$ cat src/rtl/mem_arb_pkg.sv
// Shared types and helpers for the memory port arbiter.
//   state_e   : arbiter FSM states
//   PORT_IF / PORT_DM : grant encoding (0 = fetch, 1 = load/store)
//   cnt_width : latency counter width, clog2(latency) with a floor of 1
package mem_arb_pkg;

  typedef enum logic [1:0] {
    IDLE   = 2'd0,
    ACCESS = 2'd1,
    WAIT   = 2'd2,
    DONE   = 2'd3
  } state_e;

  localparam logic PORT_IF = 1'b0;
  localparam logic PORT_DM = 1'b1;

  function automatic int unsigned cnt_width(input int unsigned latency);
    int unsigned w;
    w = $clog2(latency);
    return (w < 32'd1) ? 32'd1 : w;
  endfunction

endpackage

$ cat src/rtl/mem_arb_grant.sv
// Combinational winner select between the fetch and load/store requesters.
// Build option: MEM_ARB_RR_EN adds the last_grant input and alternates the
// winner on simultaneous requests; without it DM always beats IF.
// Ports:
//   if_req, dm_req : pending requests
//   last_grant     : port granted last (MEM_ARB_RR_EN builds only)
//   grant_c        : winning port index (valid when any_req_c)
//   any_req_c      : at least one request pending
module mem_arb_grant
  import mem_arb_pkg::*;
(
  input  logic if_req,
  input  logic dm_req,
`ifdef MEM_ARB_RR_EN
  input  logic last_grant,
`endif
  output logic grant_c,
  output logic any_req_c
);

  // A lone requester always wins; only a tie consults the policy.
  always_comb begin
    any_req_c = if_req | dm_req;
    grant_c   = PORT_IF;
    if (if_req && dm_req) begin
`ifdef MEM_ARB_RR_EN
      grant_c = ~last_grant;
`else
      grant_c = PORT_DM;
`endif
    end else if (dm_req) begin
      grant_c = PORT_DM;
    end
  end

endmodule

$ cat src/rtl/mem_port_arbiter.sv
// Shares one fixed-latency single-port memory between the instruction-fetch
// port (IF) and the load/store port (DM). Each access runs
// IDLE -> ACCESS -> WAIT (MEM_LATENCY cycles) -> DONE, with a one-cycle done
// pulse and registered read data per requester.
// Build option: MEM_ARB_RR_EN enables round-robin tie breaking.
// Ports:
//   clk, rst                         : clock, synchronous active-high reset
//   if_req/if_addr/if_done/if_rdata  : fetch requester
//   dm_req/dm_we/dm_addr/dm_wdata/dm_done/dm_rdata : load/store requester
//   mem_en/mem_we/mem_addr/mem_wdata/mem_rdata     : memory side
//   busy                             : FSM not in IDLE
module mem_port_arbiter
  import mem_arb_pkg::*;
#(
  parameter int unsigned DATA_WIDTH  = 32,
  parameter int unsigned ADDR_WIDTH  = 32,
  parameter int unsigned MEM_LATENCY = 2
) (
  input  logic                  clk,
  input  logic                  rst,
  input  logic                  if_req,
  input  logic [ADDR_WIDTH-1:0] if_addr,
  output logic                  if_done,
  output logic [DATA_WIDTH-1:0] if_rdata,
  input  logic                  dm_req,
  input  logic                  dm_we,
  input  logic [ADDR_WIDTH-1:0] dm_addr,
  input  logic [DATA_WIDTH-1:0] dm_wdata,
  output logic                  dm_done,
  output logic [DATA_WIDTH-1:0] dm_rdata,
  output logic                  mem_en,
  output logic                  mem_we,
  output logic [ADDR_WIDTH-1:0] mem_addr,
  output logic [DATA_WIDTH-1:0] mem_wdata,
  input  logic [DATA_WIDTH-1:0] mem_rdata,
  output logic                  busy
);

  localparam int unsigned CNT_W = cnt_width(MEM_LATENCY);

  state_e                state_q,    state_d;
  logic [CNT_W-1:0]      cnt_q,      cnt_d;
  logic                  grant_q,    grant_d;
  logic [ADDR_WIDTH-1:0] addr_q,     addr_d;
  logic                  we_q,       we_d;
  logic [DATA_WIDTH-1:0] wdata_q,    wdata_d;
  logic [DATA_WIDTH-1:0] if_rdata_q, if_rdata_d;
  logic [DATA_WIDTH-1:0] dm_rdata_q, dm_rdata_d;
  logic                  if_done_q,  if_done_d;
  logic                  dm_done_q,  dm_done_d;
  logic                  mem_en_q,   mem_en_d;
  logic                  mem_we_q,   mem_we_d;
  logic                  busy_q,     busy_d;
  logic                  grant_c;
  logic                  any_req_c;
`ifdef MEM_ARB_RR_EN
  logic                  last_grant_q, last_grant_d;
`endif

  mem_arb_grant u_grant (
    .if_req     (if_req),
    .dm_req     (dm_req),
`ifdef MEM_ARB_RR_EN
    .last_grant (last_grant_q),
`endif
    .grant_c    (grant_c),
    .any_req_c  (any_req_c)
  );

  // Next-state, datapath latches and registered-output precompute.
  always_comb begin
    state_d    = state_q;
    cnt_d      = cnt_q;
    grant_d    = grant_q;
    addr_d     = addr_q;
    we_d       = we_q;
    wdata_d    = wdata_q;
    if_rdata_d = if_rdata_q;
    dm_rdata_d = dm_rdata_q;
`ifdef MEM_ARB_RR_EN
    last_grant_d = last_grant_q;
`endif

    case (state_q)
      IDLE: begin
        if (any_req_c) begin
          state_d = ACCESS;
          grant_d = grant_c;
          cnt_d   = CNT_W'(MEM_LATENCY - 32'd1);
`ifdef MEM_ARB_RR_EN
          last_grant_d = grant_c;
`endif
          if (grant_c == PORT_DM) begin
            addr_d  = dm_addr;
            we_d    = dm_we;
            wdata_d = dm_wdata;
          end else begin
            addr_d  = if_addr;
            we_d    = 1'b0;
            wdata_d = '0;
          end
        end
      end
      ACCESS: state_d = WAIT;
      WAIT: begin
        // Counter hits zero in the cycle where mem_rdata becomes valid.
        if (cnt_q == '0) begin
          state_d = DONE;
          if (!we_q) begin
            if (grant_q == PORT_DM) dm_rdata_d = mem_rdata;
            else                    if_rdata_d = mem_rdata;
          end
        end else begin
          cnt_d = cnt_q - CNT_W'(1);
        end
      end
      DONE:    state_d = IDLE;
      default: state_d = IDLE;
    endcase

    // Outputs are registered, so they are decoded from the next state.
    mem_en_d  = (state_d == ACCESS);
    mem_we_d  = (state_d == ACCESS) && we_d;
    if_done_d = (state_d == DONE) && (grant_d == PORT_IF);
    dm_done_d = (state_d == DONE) && (grant_d == PORT_DM);
    busy_d    = (state_d != IDLE);
  end

  always_ff @(posedge clk) begin
    if (rst) begin
      state_q    <= IDLE;
      cnt_q      <= '0;
      grant_q    <= PORT_IF;
      addr_q     <= '0;
      we_q       <= 1'b0;
      wdata_q    <= '0;
      if_rdata_q <= '0;
      dm_rdata_q <= '0;
      if_done_q  <= 1'b0;
      dm_done_q  <= 1'b0;
      mem_en_q   <= 1'b0;
      mem_we_q   <= 1'b0;
      busy_q     <= 1'b0;
`ifdef MEM_ARB_RR_EN
      last_grant_q <= PORT_IF;
`endif
    end else begin
      state_q    <= state_d;
      cnt_q      <= cnt_d;
      grant_q    <= grant_d;
      addr_q     <= addr_d;
      we_q       <= we_d;
      wdata_q    <= wdata_d;
      if_rdata_q <= if_rdata_d;
      dm_rdata_q <= dm_rdata_d;
      if_done_q  <= if_done_d;
      dm_done_q  <= dm_done_d;
      mem_en_q   <= mem_en_d;
      mem_we_q   <= mem_we_d;
      busy_q     <= busy_d;
`ifdef MEM_ARB_RR_EN
      last_grant_q <= last_grant_d;
`endif
    end
  end

  assign if_done   = if_done_q;
  assign if_rdata  = if_rdata_q;
  assign dm_done   = dm_done_q;
  assign dm_rdata  = dm_rdata_q;
  assign mem_en    = mem_en_q;
  assign mem_we    = mem_we_q;
  assign mem_addr  = addr_q;
  assign mem_wdata = wdata_q;
  assign busy      = busy_q;

endmodule
$ cat config.mk
export PLATFORM = sky130hd
export DESIGN_NAME = mem_port_arbiter
export DESIGN_NICKNAME = d
export VERILOG_FILES = /design/src/rtl/mem_arb_pkg.sv /design/src/rtl/mem_arb_grant.sv /design/src/rtl/mem_port_arbiter.sv
export SDC_FILE = /design/constraint.sdc
export NUM_CORES = 1
export LEC_CHECK = 0
export ABC_AREA = 1
export BUFFER_PORTS_ARGS = -buffer_cell sky130_fd_sc_hd__buf_4
export CORE_MARGIN = 2
export CORE_UTILIZATION = 42
export DETAILED_ROUTE_END_ITERATION = 10
export PLACE_DENSITY = 0.79
export REMOVE_ABC_BUFFERS = 1
export SYNTH_ARGS = -nofsm -noshare
export SYNTH_HDL_FRONTEND = slang
export SYNTH_HIERARCHICAL = 1
export SYNTH_SLANG_ARGS = --single-unit
$ cat constraint.sdc
create_clock -name clk -period 1.8 [get_ports clk]
set_input_delay 0.36 -clock clk [delete_from_list [all_inputs] [get_ports clk]]
set_output_delay 0.36 -clock clk [all_outputs]
set_load 0.1 [all_outputs]
* Word-level counts from Yosys, hierarchy flattened
Index checks and enable logic that the tools add are counted.
Widths: inputs -> output; s select.
** Cells by class
- Add/sub/neg operators :: 1
- Equality and inequality tests :: 6
- Multiplexer cells :: 15
- Bitwise operators :: 5
- Reductions and logical operators :: 11
** Operators with widths (number)
- $mux 32 :: 2
- $mux 1 :: 9
- $pmux 2 s4 :: 1
- $reduce_and 4->1 :: 2
- $eq 2x2->1 const B :: 3
- $eq 2x1->1 const B :: 2
- $logic_and 1x1->1 :: 4
- $mux 2 :: 2
- $not 1->1 :: 4
- $reduce_and 2->1 :: 2
- $reduce_bool 2->1 :: 2
- $logic_not 2->1 :: 1
- $ne 2x2->1 const B :: 1
- $pmux 1 s2 :: 1
- $or 1x1->1 :: 1
- $sub 1x1->1 const B :: 1
** Storage, ports and cells
- Bits in registers :: 138
- Input port bits :: 133
- Output and inout bits :: 133
- Logic and storage cells :: 51

* Longest topological paths before layout
Gate-level depths: netlist (run 1).
- Depth in word-level cells :: 6
- Mapped depth :: 10
- Gate-level depth less buffers :: 8

* By module
Netlist (run 1), hierarchy kept.
** Modules (own cells, without submodules)
- mem_port_arbiter :: instances 1, cells each 750, area each 5383.9 um2, seq. area each 2762.6 um2
- mem_arb_grant :: instances 1, cells each 4, area each 15.0 um2, seq. area each 0.0 um2

* Worst setup path after synthesis (run 1)
Ideal clock, no wire load.
- Path type :: reg-to-reg
- From :: reg state_q[0]
- To :: reg addr_q[15] (netlist: mem_addr[15])
- Setup time :: 0.109 ns
- Data arrival time :: 1.241 ns
- Data required time :: 1.691 ns
- Path slack :: 0.450 ns
- Stages on the path, launching flop included :: 11
- Buffers on the path :: 2
- Clock period less this slack :: 1.350 ns
- Path through :: dfxtp_1 inv_1 ha_1 nand2_4 inv_2 buf_6 buf_6 nor2_1 nor2_1 nand2_1 inv_1
** Between the ends
- Cells in the longest elaborated chain, start to end :: 2
** Ends and longest elaborated chain
- start: declaration :: line mem_port_arbiter.sv:41 : state_e state_q, state_d;
- start signal: assignment :: line mem_port_arbiter.sv:148 : state_q <= state_d;
- $logic_not 2->1 :: line mem_port_arbiter.sv:84 : case (state_q)
- $reduce_and 2->1 (no line)
- end signal: assignment :: line mem_port_arbiter.sv:151 : addr_q <= addr_d;
- end: declaration :: line mem_port_arbiter.sv:44 : logic [ADDR_WIDTH-1:0] addr_q, addr_d;
No other way between the ends.
A chain may end at the register's enable or synchronous reset.

* Final worst setup path (run 1)
- From :: reg state_q[0]
- To :: reg if_done_q (netlist: if_done)
** Between the ends
- Cells in the longest elaborated chain, start to end :: 4
- Elaborated cells between the ends (all ways) :: 11
- Those cells by class :: 4 x eq/ne; 4 x mux; 1 x bitwise; 2 x reduce/logical
** Ends and longest elaborated chain
- $eq 2x2->1, or another cell as far along :: line mem_port_arbiter.sv:84
- $pmux 2 s4 or $mux 1 (tied branches) :: line mem_port_arbiter.sv:84
- $eq 2x2->1 or $not 1->1 (tied branches) :: line mem_port_arbiter.sv:124 : if_done_d = (state_d == DONE) && (grant_d == PORT_IF);
- $logic_and 1x1->1 * :: line mem_port_arbiter.sv:124
- end signal: assignment :: line mem_port_arbiter.sv:156 : if_done_q <= if_done_d;
- end: declaration :: line mem_port_arbiter.sv:49 : logic if_done_q, if_done_d;
Every way passes the cells marked *; elsewhere a longest branch is shown, timed or not.

==> qor.txt, run 1 <==
=========================================================================================
Final hold violation count                                                              0
Remaining max-slew budget at the tightest pin                                      71.17%
Most used standard cells in the synthesized netlist                          nand2_1 (207), dfxtp_1 (138), nor2_1 (136)
Yosys Warn Count                                                                        6
Starting density of the core                                                       42.96%
Wire length of the first global-routing pass                                     25410 um
Sequential share of the synthesized area                                           51.17%
Peak supply drop                                                                 693.4 uV
Number of cell rows                                                                    41
Highest metal layer with signal wires                                                met4
Clock-pin slew on the worst setup and hold paths                                    60 ps
Total setup buffers inserted after CTS                                                  0
Total number of clock tree sinks                                                      138
Sequential cell area                                                         0.002763 sq mm
Max Slew Vio Count                                                                      0
Layout cell share with drive strength beyond 1                                     31.27%
Setup TNS Final                                                                      0 ps
Core ar.                                                                     0.01257 sq mm
Final WS setup                                                                   222.3 ps
Worst path required time                                                          2110 ps
Met2 layer wire length in the routed design                                       7326 um
Crit Path Max Fanout                                                                   17
Post-synthesis cell count                                                             754
Number of flip-flops and latches in the synthesized netlist                           138
Overall routed net length                                                        15810 um
DP Wirelength                                                                    11190 um
Post-route ant nets                                                                     0
Vias in the first global route                                                       5257
Static Leakage                                                                   4.006 nW
Count of different cell masters after synthesis                                        18
Int Pwr                                                                          7.001 mW
H-Tree Depth                                                                            4
Relative contribution of sequential cells to total power                            29.5%
CTS root buffer                                                                 clkbuf_16
Placed cell count                                                                    1156
Capturing element type of the critical path                                      register
Die W                                                                            117.4 um
Number of nets in the final layout                                                   1140
Top cells by area in the synthesized netlist                                 dfxtp_1 (51%), nand2_1 (14%), nor2_1 (9.5%), a21oi_1 (6.1%), nand3_1 (6.1%)
Fin crit share                                                                     87.65%
Proportion of register bits with asynchronous set or reset after synthesis             0%
Mean instance size in the synthesized netlist                                 7.160 sq um
Wire length per cell after detailed routing                                      13.30 um
Source-to-sink clock delay at the later pin of the worst-skew pair                 420 ps
Post-route cell area                                                         0.008170 sq mm
Largest net degree at the start of global routing                                      57
Placer's final routability congestion estimate                                     0.7833
Proportion of total power due to net switching                                     43.42%
Number of vias per cell                                                             4.817
Met3 routed wirelength                                                            1404 um
Leading area contributor after synthesis                                          dfxtp_1
Hold_buf cts                                                                            0
Routed length on met1                                                             6673 um
EDFF count, synth                                                                       0
Diodes inserted                                                                         0
Total global routing overflow                                                           0
Synthesis-to-layout area growth                                                    51.33%
Layout filler cell count                                                             1136
Inserted Clock Buffers                                                                 17
Maximum clock frequency                                                        0.6338 GHz
Number of I/O port buffers                                                            265
Clock Skews                                                                      6.337 ps
NetSw                                                                            5.373 mW
Initial detailed-routing violation count                                              407
Total number of vias                                                                 5728
Chip height                                                                      117.4 um
Slew at the pin closest to its max-slew limit                                    431.4 ps
Most instantiated flip-flop cell in the synthesis netlist                         dfxtp_1
Path category of the worst min-delay check                                   input port to register
Summed instance area of the synthesized netlist                              0.005399 sq mm
Synth top area share                                                               51.17%
Pre-CTS worst setup slack                                                       -3.638 ps
CP Class                                                                     register to register
Final std cells w/o fill                                                             1189
Power share of the combinational group                                              40.3%
Critical path data arrival time                                                   1890 ps
Maximum Capacitance Violations                                                          0
Most common cell in the synthesized netlist                                       nand2_1
DRC errors left                                                                         0
Number of antenna violations at the first check in global routing                       0
Deepest clock path buffer count                                                         2
Setup Viol. Count Final                                                                 0
Area of the multi-input gates                                                0.002205 sq mm
Clock power share                                                                   30.1%
Pwr dens                                                                     1514 mW/mm^2
Final worst path period need                                                      1578 ps
Post-placement cell area                                                     0.007523 sq mm
Clock tree from TritonCTS                                                             yes
Total GRT Usage                                                                    22.73%
Ports placed on the boundary                                                          266
RSZ-0062 raised after global routing                                                false
Result of the run                                                            complete, no violations
Die footprint                                                                0.01378 sq mm
Drt pass-1 iters                                                                        5
Type of origin of the critical path                                              register
=========================================================================================
-- cell families after synthesis --
family          after synthesis  share of synthesized area [%]
simple gates                413                          30.61
flops                       138                          51.17
compound gates              100                          9.270
buf+inv                     100                          8.250
fa+ha+maj                     3                         0.6953
-- stage by stage --
stage	power, mW	util, %	hold slack, ps
global placement	8.653	59.86	448.3
CTS	12.41	64.92	179.8
global route	12.88	65.01	184.9
floorplan	7.356	-	429.1
detailed placement	8.696	59.86	453.9
finish	12.37	65.01	190.9
-- cells in the final DEF (no fill, tap or decap), drive strengths merged --
| cell type | n |
|---|---|
| buf | 280 |
| nand2 | 208 |
| nor2 | 139 |
| dfxtp | 138 |
| a21oi | 66 |
| nand3 | 66 |
| inv | 51 |
| o21ai | 34 |
| clkbuf | 21 |
| clkinv | 5 |
| bufinv | 4 |
| ha | 3 |
| nand4 | 1 |
| clkinvlp | 1 |
-- final timing paths --
kind | from | to | slack [ps] | cells past startpoint
worst max-delay path | state_q[0] | if_done | 220 | 7
worst min-delay path | dm_wdata[15] | mem_wdata[15] | 190 | 3
worst max register to register | state_q[0] | if_done | 220 | 7
worst min register to register | if_rdata[1] | if_rdata[1] | 460 | 2
-- final cells by class --
type / count / share of cell area (%)
clock inverters: 11 / 2.021
flip-flops and latches: 138 / 33.81
repair buffers: 280 / 26.49
inverters: 50 / 2.297
well taps: 172 / 2.634
multi-input cells: 517 / 26.98
clock buffers: 21 / 5.758
-- state kept, by name, indices dropped and copies added (netlist names) --
register   cells
we_q           1
busy           1
mem_en         1
if_rdata      32
cnt_q          1
dm_rdata      32
dm_done        1
grant_q        1
mem_addr      32
state_q        2
mem_we         1
if_done        1
mem_wdata     32
-- metal layers --
metal / global-route usage [%] / up-vias
met5: 0 / -
met4: 10.17 / 0
met3: 7.831 / 33
met2: 37.46 / 265
met1: 26.76 / 2569
li1: - / 2861
-- critical path, cell delays in order (launching register included) --
cell	delay, ps
dfxtp_1	310
inv_1	110
ha_1	260
nand2_4	120
nor2_4	380
inv_1	130
nand3_1	100
nor2_1	50
-- power groups by stage --
stage | Clock, mW | Combinational (mW) | Sequential [mW]
5_1_grt | 3.92 | 5.27 | 3.70
2_1_floorplan | 0 | 1.04 | 6.32
3_5_place_dp | 0 | 4.98 | 3.71
4_1_cts | 3.77 | 4.99 | 3.65
6_report | 3.73 | 4.99 | 3.65
3_3_place_gp | 0 | 4.95 | 3.70
-- what timing repair did --
| action | 4_1_cts | 5_1_grt |
|---|---|---|
| resized for setup | 0 | 1 |
| hold endpoints to repair | 0 | 0 |
| setup endpoints to repair | 0 | 29 |
(Power assumes the default switching activity.)
==> inputs of run 2 (changes only) <==
CORE_ASPECT_RATIO = 1.75   (was not set)
RECOVER_POWER = 100   (was not set)
==> run 2 against run 1 <==
Against the previous run: hold slack better by 4.3 ps; non-clock buffer count rose by 4; register-to-register slack got worse by 50 ps; final cell count about the same; cell area down 4.8%; critical path depth rose by 2; clock-buffer cell count shrank 2; total power fell by 3.8%; core utilization decreased by 2.8 points.
==> qor.txt, run 2 (synthesis results as in run 1) <==
=================================================================================
Diodes inserted                                                                 0   unchanged
Crit Path Max Fanout                                                           33   was 17
Clock-pin slew on the worst setup and hold paths                            60 ps   about the same
H-Tree Depth                                                                    4   unchanged
Post-placement cell area                                             0.007523 sq mm   unchanged
DRC errors left                                                                 0   unchanged
Chip height                                                              154.0 um   was 117.4 um
Final worst path period need                                              1623 ps   was 1578 ps
Ports placed on the boundary                                                  266   unchanged
Starting density of the core                                               43.19%   was 42.96%
Number of vias per cell                                                     4.668   was 4.817
Total GRT Usage                                                            22.96%   was 22.73%
Number of cell rows                                                            54   was 41
Resized Gates After CTS                                                         0   unchanged
DP Wirelength                                                            11560 um   was 11190 um
CTS root buffer                                                         clkbuf_16   unchanged
Slew at the pin closest to its max-slew limit                            594.2 ps   was 431.4 ps
Clock Skews                                                              11.91 ps   was 6.337 ps
Maximum Capacitance Violations                                                  0   unchanged
Max Slew Vio Count                                                              0   unchanged
Routed length on met1                                                     5857 um   was 6673 um
Post-route ant nets                                                             0   unchanged
Total number of vias                                                         5546   was 5728
Reg2Reg Launch Point                                                   state_q[0]   unchanged
Top library cells by usage in the layout, fill and taps aside        nand2_1 (207), buf_4 (144), dfxtp_1 (138)   was buf_4 (275), nand2_1 (207), dfxtp_1 (138)
Total setup buffers inserted after CTS                                          0   unchanged
Worst path required time                                                  2150 ps   was 2110 ps
Die W                                                                    89.71 um   was 117.4 um
Die footprint                                                        0.01381 sq mm   was 0.01378 sq mm
Overall routed net length                                                15790 um   was 15810 um
Placed cell count                                                            1156   unchanged
Source-to-sink clock delay at the later pin of the worst-skew pair         410 ps   was 420 ps
Commonest non-fill, non-tap cell in the layout                            nand2_1   was buf_4
Type of origin of the critical path                                      register   unchanged
Deepest clock path buffer count                                                 2   unchanged
Wire length per cell after detailed routing                              13.29 um   was 13.30 um
Critical path data arrival time                                           1970 ps   was 1890 ps
Crit path from                                                         state_q[0]   unchanged
Setup Viol. Count Final                                                         0   unchanged
Capturing element type of the critical path                              register   unchanged
Pwr dens                                                             1530 mW/mm^2   was 1514 mW/mm^2
Drt pass-1 iters                                                                5   unchanged
Clock tree from TritonCTS                                                     yes   unchanged
Hold_buf cts                                                                    0   unchanged
CP Class                                                             register to register   unchanged
Maximum clock frequency                                                0.6161 GHz   was 0.6338 GHz
Hold path start                                                       dm_wdata[9]   was dm_wdata[15]
Vias in the first global route                                               5204   was 5257
Core ar.                                                             0.01250 sq mm   was 0.01257 sq mm
Total global routing overflow                                                   0   unchanged
Static Leakage                                                           3.869 nW   was 4.006 nW
Result of the run                                                    complete, no violations   unchanged
Fin crit share                                                             90.18%   was 87.65%
Met3 routed wirelength                                                     855 um   was 1404 um
Power share of the combinational group                                      39.6%   was 40.3%
Inserted Clock Buffers                                                         17   unchanged
Wire length of the first global-routing pass                             25430 um   was 25410 um
Path category of the worst min-delay check                           input port to register   unchanged
Post-route cell area                                                 0.007779 sq mm   was 0.008170 sq mm
Int Pwr                                                                  6.473 mW   was 7.001 mW
Relative contribution of sequential cells to total power                    30.6%   was 29.5%
Total number of clock tree sinks                                              138   unchanged
Proportion of total power due to net switching                             45.63%   was 43.42%
Highest metal layer with signal wires                                        met4   unchanged
Number of antenna violations at the first check in global routing               0   unchanged
Initial detailed-routing violation count                                      146   was 407
RSZ-0062 raised after global routing                                        false   unchanged
Final hold violation count                                                      0   unchanged
Peak supply drop                                                         936.6 uV   was 693.4 uV
Post-layout utilization of the core                                        62.23%   was 65.01%
Met2 layer wire length in the routed design                               8442 um   was 7326 um
Minimum hold slack                                                       195.2 ps   was 190.9 ps
NetSw                                                                    5.432 mW   was 5.373 mW
Clock power share                                                           29.8%   was 30.1%
Synthesis-to-layout area growth                                            44.08%   was 51.33%
Layout cell share with drive strength beyond 1                             31.57%   was 31.27%
Number of I/O port buffers                                                    265   unchanged
Largest net degree at the start of global routing                              49   was 57
Number of nets in the final layout                                           1143   was 1140
Placer's final routability congestion estimate                             0.8541   was 0.7833
Setup TNS Final                                                              0 ps   unchanged
Remaining max-slew budget at the tightest pin                              60.56%   was 71.17%
Final std cells w/o fill                                                     1188   was 1189
=================================================================================
-- run 2: final timing paths --
| path | endpoint | slack (ps) | cells after the start |
|---|---|---|---|
| setup / recovery | dm_done | 180 | 9 |
| setup reg to reg | dm_done | 180 | 9 |
| hold / removal | mem_wdata[9] | 200 | 3 |
| hold reg to reg | if_rdata[21] | 460 | 2 |
-- run 2: critical path, cell delays in order, from the launching register on --
cell	delay (ps)
dfxtp_1	310
inv_1	110
ha_1	250
nand2_4	110
nor2_4	80
clkbuf_4	360
inv_1	140
nand2_1	80
nand2_1	50
nor2_1	80
-- run 2: final cells by class --
cell class | count | area (sq um)
Tap cell | 168 | 210.2
Clock inverter | 13 | 152.6
Fill cell | 1170 | 4721
Multi-Input combinational cell | 516 | 2193
Inverter | 50 | 187.7
Sequential cell | 138 | 2763
Timing Repair Buffer | 284 | 1819
Clock buffer | 19 | 452.9
-- run 2: power groups by stage --
stage / logic [mW] / clock network (mW) / registers [mW]
floorplan: 1.04 / 0 / 6.32
global placement: 4.94 / 0 / 3.70
detailed placement: 4.98 / 0 / 3.71
CTS: 4.99 / 3.61 / 3.65
global route: 5.00 / 3.77 / 3.69
finish: 4.72 / 3.55 / 3.64
-- run 2: layer usage --
layer / global-route usage [%] / vias up
li1: - / 2859
met5: 0 / -
met3: 5.781 / 41
met2: 42.24 / 210
met1: 23.75 / 2436
met4: 12.23 / 0
-- run 2: stage by stage --
step                setup WS (ps)  power, mW
floorplan                  -709.9      7.356
global placement            284.2      8.641
detailed placement          245.6      8.690
CTS                         245.9      12.25
global route                51.09      12.46
finish                      176.8      11.91
==> inputs of run 3 (changes only) <==
ABC_AREA = 0   (was 1)
CORE_MARGIN = not set   (was 2)
PLACE_DENSITY = 0.8   (was 0.79)
TNS_END_PERCENT = 10   (was not set)
==> run 3 against run 2 <==
Against the previous run: first-iteration DRC count is 42% lower; die area fell by 7.6%; register-to-register slack worse by 30 ps; fmax fell by 1.9%; hold slack gained 15 ps; core utilization grew 0.99 points; sequential share of layout area up 0.89 points; combinational power is 44% higher; sequential power grew 8.0%; critical endpoint is now if_rdata[0].
==> qor.txt, run 3 <==
=========================================================================================
Hold_buf cts                                                                            0   unchanged
Ports placed on the boundary                                                          266   unchanged
Met2 layer wire length in the routed design                                       7534 um   was 8442 um
Number of flip-flops and latches in the synthesized netlist                           138   unchanged
Path category of the worst min-delay check                                   input port to register   unchanged
Most common cell in the synthesized netlist                                       nand2_1   unchanged
Peak supply drop                                                                  1013 uV   was 936.6 uV
Clock Skews                                                                      8.882 ps   was 11.91 ps
Critical Path Slowest Stage Cell                                                   or4b_1   was clkbuf_4
Top library cells by usage in the layout, fill and taps aside                nand2_1 (162), buf_4 (139), dfxtp_1 (138)   was nand2_1 (207), buf_4 (144), dfxtp_1 (138)
Clock-pin slew on the worst setup and hold paths                                    60 ps   about the same
Fin crit share                                                                     91.95%   was 90.18%
Capturing element type of the critical path                                      register   unchanged
Hold path start                                                              mem_rdata[16]   was dm_wdata[9]
Number of nets in the final layout                                                    992   was 1143
Register-to-Register Path Depth                                                         6   was 9
Reg-to-Reg End                                                                if_rdata[0]   was dm_done
Final worst path period need                                                      1655 ps   was 1623 ps
Commonest non-fill, non-tap cell in the layout                                    nand2_1   unchanged
Max stage delay on crit path                                                       440 ps   was 360 ps
Reg2Reg Launch Point                                                           state_q[0]   unchanged
Layout filler cell count                                                             1124   was 1170
Final hold violation count                                                              0   unchanged
Clock tree from TritonCTS                                                             yes   unchanged
Static Leakage                                                                   3.392 nW   was 3.869 nW
Die footprint                                                                0.01276 sq mm   was 0.01381 sq mm
Proportion of register bits with asynchronous set or reset after synthesis             0%   unchanged
Starting density of the core                                                       43.02%   was 43.19%
Total number of vias                                                                 5034   was 5546
Total setup buffers inserted after CTS                                                  0   unchanged
Number of I/O port buffers                                                            265   unchanged
Wire length of the first global-routing pass                                     21990 um   was 25430 um
Sequential share of the synthesized area                                           53.50%   was 51.17%
Final std cells w/o fill                                                             1033   was 1188
Core ar.                                                                     0.01200 sq mm   was 0.01250 sq mm
Sum of internal, switching and leakage power                                     14.08 mW   was 11.91 mW
Overall routed net length                                                        14380 um   was 15790 um
Mean instance size in the synthesized netlist                                 8.493 sq um   was 7.160 sq um
Min-Delay Path Depth                                                                    3   unchanged
Synth top area share                                                               53.50%   was 51.17%
Highest metal layer with signal wires                                                met4   unchanged
Synthesis-to-layout area growth                                                    46.96%   was 44.08%
Drt pass-1 iters                                                                        4   was 5
Placed cell count                                                                    1002   was 1156
Count of different cell masters after synthesis                                        26   was 18
Yosys Warn Count                                                                        6   unchanged
Number of cell rows                                                                    53   was 54
EDFF count, synth                                                                       0   unchanged
Number of antenna violations at the first check in global routing                       0   unchanged
Crit path buffers/inverters                                                             2   was 3
Diodes inserted                                                                         0   unchanged
Inserted Clock Buffers                                                                 17   unchanged
Max Slew Vio Count                                                                      0   unchanged
Layout cell share with drive strength beyond 1                                     36.41%   was 31.57%
Critical path data arrival time                                                   1920 ps   was 1970 ps
Post-route ant nets                                                                     0   unchanged
Deepest clock path buffer count                                                         2   unchanged
Setup Viol. Count Final                                                                 0   unchanged
RSZ-0062 raised after global routing                                                false   unchanged
Setup TNS Final                                                                      0 ps   unchanged
Source-to-sink clock delay at the later pin of the worst-skew pair                 400 ps   was 410 ps
Minimum hold slack                                                               210.6 ps   was 195.2 ps
Slew at the pin closest to its max-slew limit                                    576.0 ps   was 594.2 ps
Most used standard cells in the synthesized netlist                          nand2_1 (162), dfxtp_1 (138), a21oi_1 (99)   was nand2_1 (207), dfxtp_1 (138), nor2_1 (136)
Maximum Capacitance Violations                                                          0   unchanged
Die W                                                                            85.82 um   was 89.71 um
Post-layout utilization of the core                                                63.22%   was 62.23%
Summed instance area of the synthesized netlist                              0.005164 sq mm   was 0.005399 sq mm
Initial detailed-routing violation count                                               84   was 146
H-Tree Depth                                                                            4   unchanged
Largest net degree at the start of global routing                                      67   was 49
FF-to-FF setup slack                                                               140 ps   was 180 ps
Result of the run                                                            complete, no violations   unchanged
Post-synthesis cell count                                                             608   was 754
CTS root buffer                                                                 clkbuf_16   unchanged
Placer's final routability congestion estimate                                     0.7560   was 0.8541
Pwr dens                                                                     1856 mW/mm^2   was 1530 mW/mm^2
Remaining max-slew budget at the tightest pin                                      61.77%   was 60.56%
Total global routing overflow                                                           0   unchanged
Vias in the first global route                                                       4599   was 5204
Number of vias per cell                                                             4.873   was 4.668
Total number of clock tree sinks                                                      138   unchanged
Hold worst-path end                                                          if_rdata[16]   was mem_wdata[9]
Leading area contributor after synthesis                                          dfxtp_1   unchanged
Routed length on met1                                                             5577 um   was 5857 um
Cell family with the largest share of critical-path delay                    simple AND/OR/NAND/NOR gates   was buffers and inverters
Type of origin of the critical path                                              register   unchanged
DRC errors left                                                                         0   unchanged
Maximum clock frequency                                                        0.6042 GHz   was 0.6161 GHz
List of cells traversed by the critical path                                 inv_1 > ha_1 > or4b_1 > buf_4 > nand2_1 > a21oi_1   was inv_1 > ha_1 > nand2_4 > nor2_4 > clkbuf_4 > inv_1 > nand2_1 > nand2_1 > nor2_1
Total GRT Usage                                                                    22.20%   was 22.96%
Most instantiated flip-flop cell in the synthesis netlist                         dfxtp_1   unchanged
Top cells by area in the synthesized netlist                                 dfxtp_1 (54%), nand2_1 (12%), a21oi_1 (9.6%), mux2i_1 (6.4%), a211oi_1 (4.7%)   was dfxtp_1 (51%), nand2_1 (14%), nor2_1 (9.5%), a21oi_1 (6.1%), nand3_1 (6.1%)
Wire length per cell after detailed routing                                      13.92 um   was 13.29 um
Chip height                                                                      148.7 um   was 154.0 um
DP Wirelength                                                                    10490 um   was 11560 um
Crit Path Max Fanout                                                                   32   was 33
CP Class                                                                     register to register   unchanged
Worst path required time                                                          2070 ps   was 2150 ps
Met3 routed wirelength                                                             759 um   was 855 um
=========================================================================================
run 3: changes by cell type after synthesis, moves of 17 or more:
cell | before | now
inv_1 | 48 | 4
nor2_1 | 136 | 37
clkbuf_1 | 16 | 33
a21oi_1 | 66 | 99
a211oi_1 | 0 | 32
mux2i_1 | 0 | 33
o21ai_0 | 34 | 1
nand2_1 | 207 | 162
nand3_1 | 66 | 32
run 3: worst max path at each step:
stage	start	endpoint	slack [ps]	cells past startpoint
2_1_floorplan	state_q[0]	mem_wdata[0]	-870	5
3_3_place_gp	state_q[0]	dm_rdata[29]	120	5
3_5_place_dp	state_q[0]	dm_rdata[21]	60	5
4_1_cts	state_q[0]	dm_rdata[21]	30	5
5_1_grt	state_q[0]	if_rdata[0]	50	6
6_report	state_q[0]	if_rdata[0]	140	6
run 3: routing by layer:
metal  GRT usage (%)  vias to the layer above
met1           23.76                     2248
li1                -                     2546
met3           5.771                       39
met5               0                        -
met2           39.68                      201
met4           11.25                        0
run 3: kinds of logic after synthesis:
| family | synth area share, % |
|---|---|
| flip-flops | 53.50 |
| AO/OA/AOI/OAI | 14.66 |
| multiplexers | 6.397 |
| buffers and inverters | 5.040 |
| adder cells (fa/ha/maj) | 0.7270 |
| AND/OR/NAND/NOR | 19.68 |
run 3: worst min-delay path, stage by stage:
cell     delay [ps]
buf_4           110
nand2_1          40
a21oi_1          50
run 3: metrics by stage:
step / area (sq um) / setup WS, ps
floorplan: 4918 / -872.6
global placement: 7353 / 120.9
detailed placement: 7353 / 55.52
CTS: 7928 / 28.68
global route: 7589 / 53.24
finish: 7589 / 144.9
run 3: power by group:
part / total [mW] / switching, mW / internal, mW
Clock: 3.37 / 1.33 / 2.04
Combinational: 6.79 / 5.41 / 1.38
Sequential: 3.93 / 0.299 / 3.63
Total: 14.1 / 7.04 / 7.05
run 3: timing repair:
item                       CTS  global route
resized for setup            0             1
hold endpoints to repair     0             0
setup endpoints to repair    0            32
run 3: final cells by class:
cell class | instances | area, sq um | share of cell area, %
inverters | 4 | 15.01 | 0.1979
flip-flops and latches | 138 | 2763 | 36.41
multi-input cells | 413 | 2148 | 28.31
clock inverters | 14 | 148.9 | 1.962
clock buffers | 17 | 425.4 | 5.606
repair buffers | 282 | 1882 | 24.80
well taps | 165 | 206.4 | 2.721
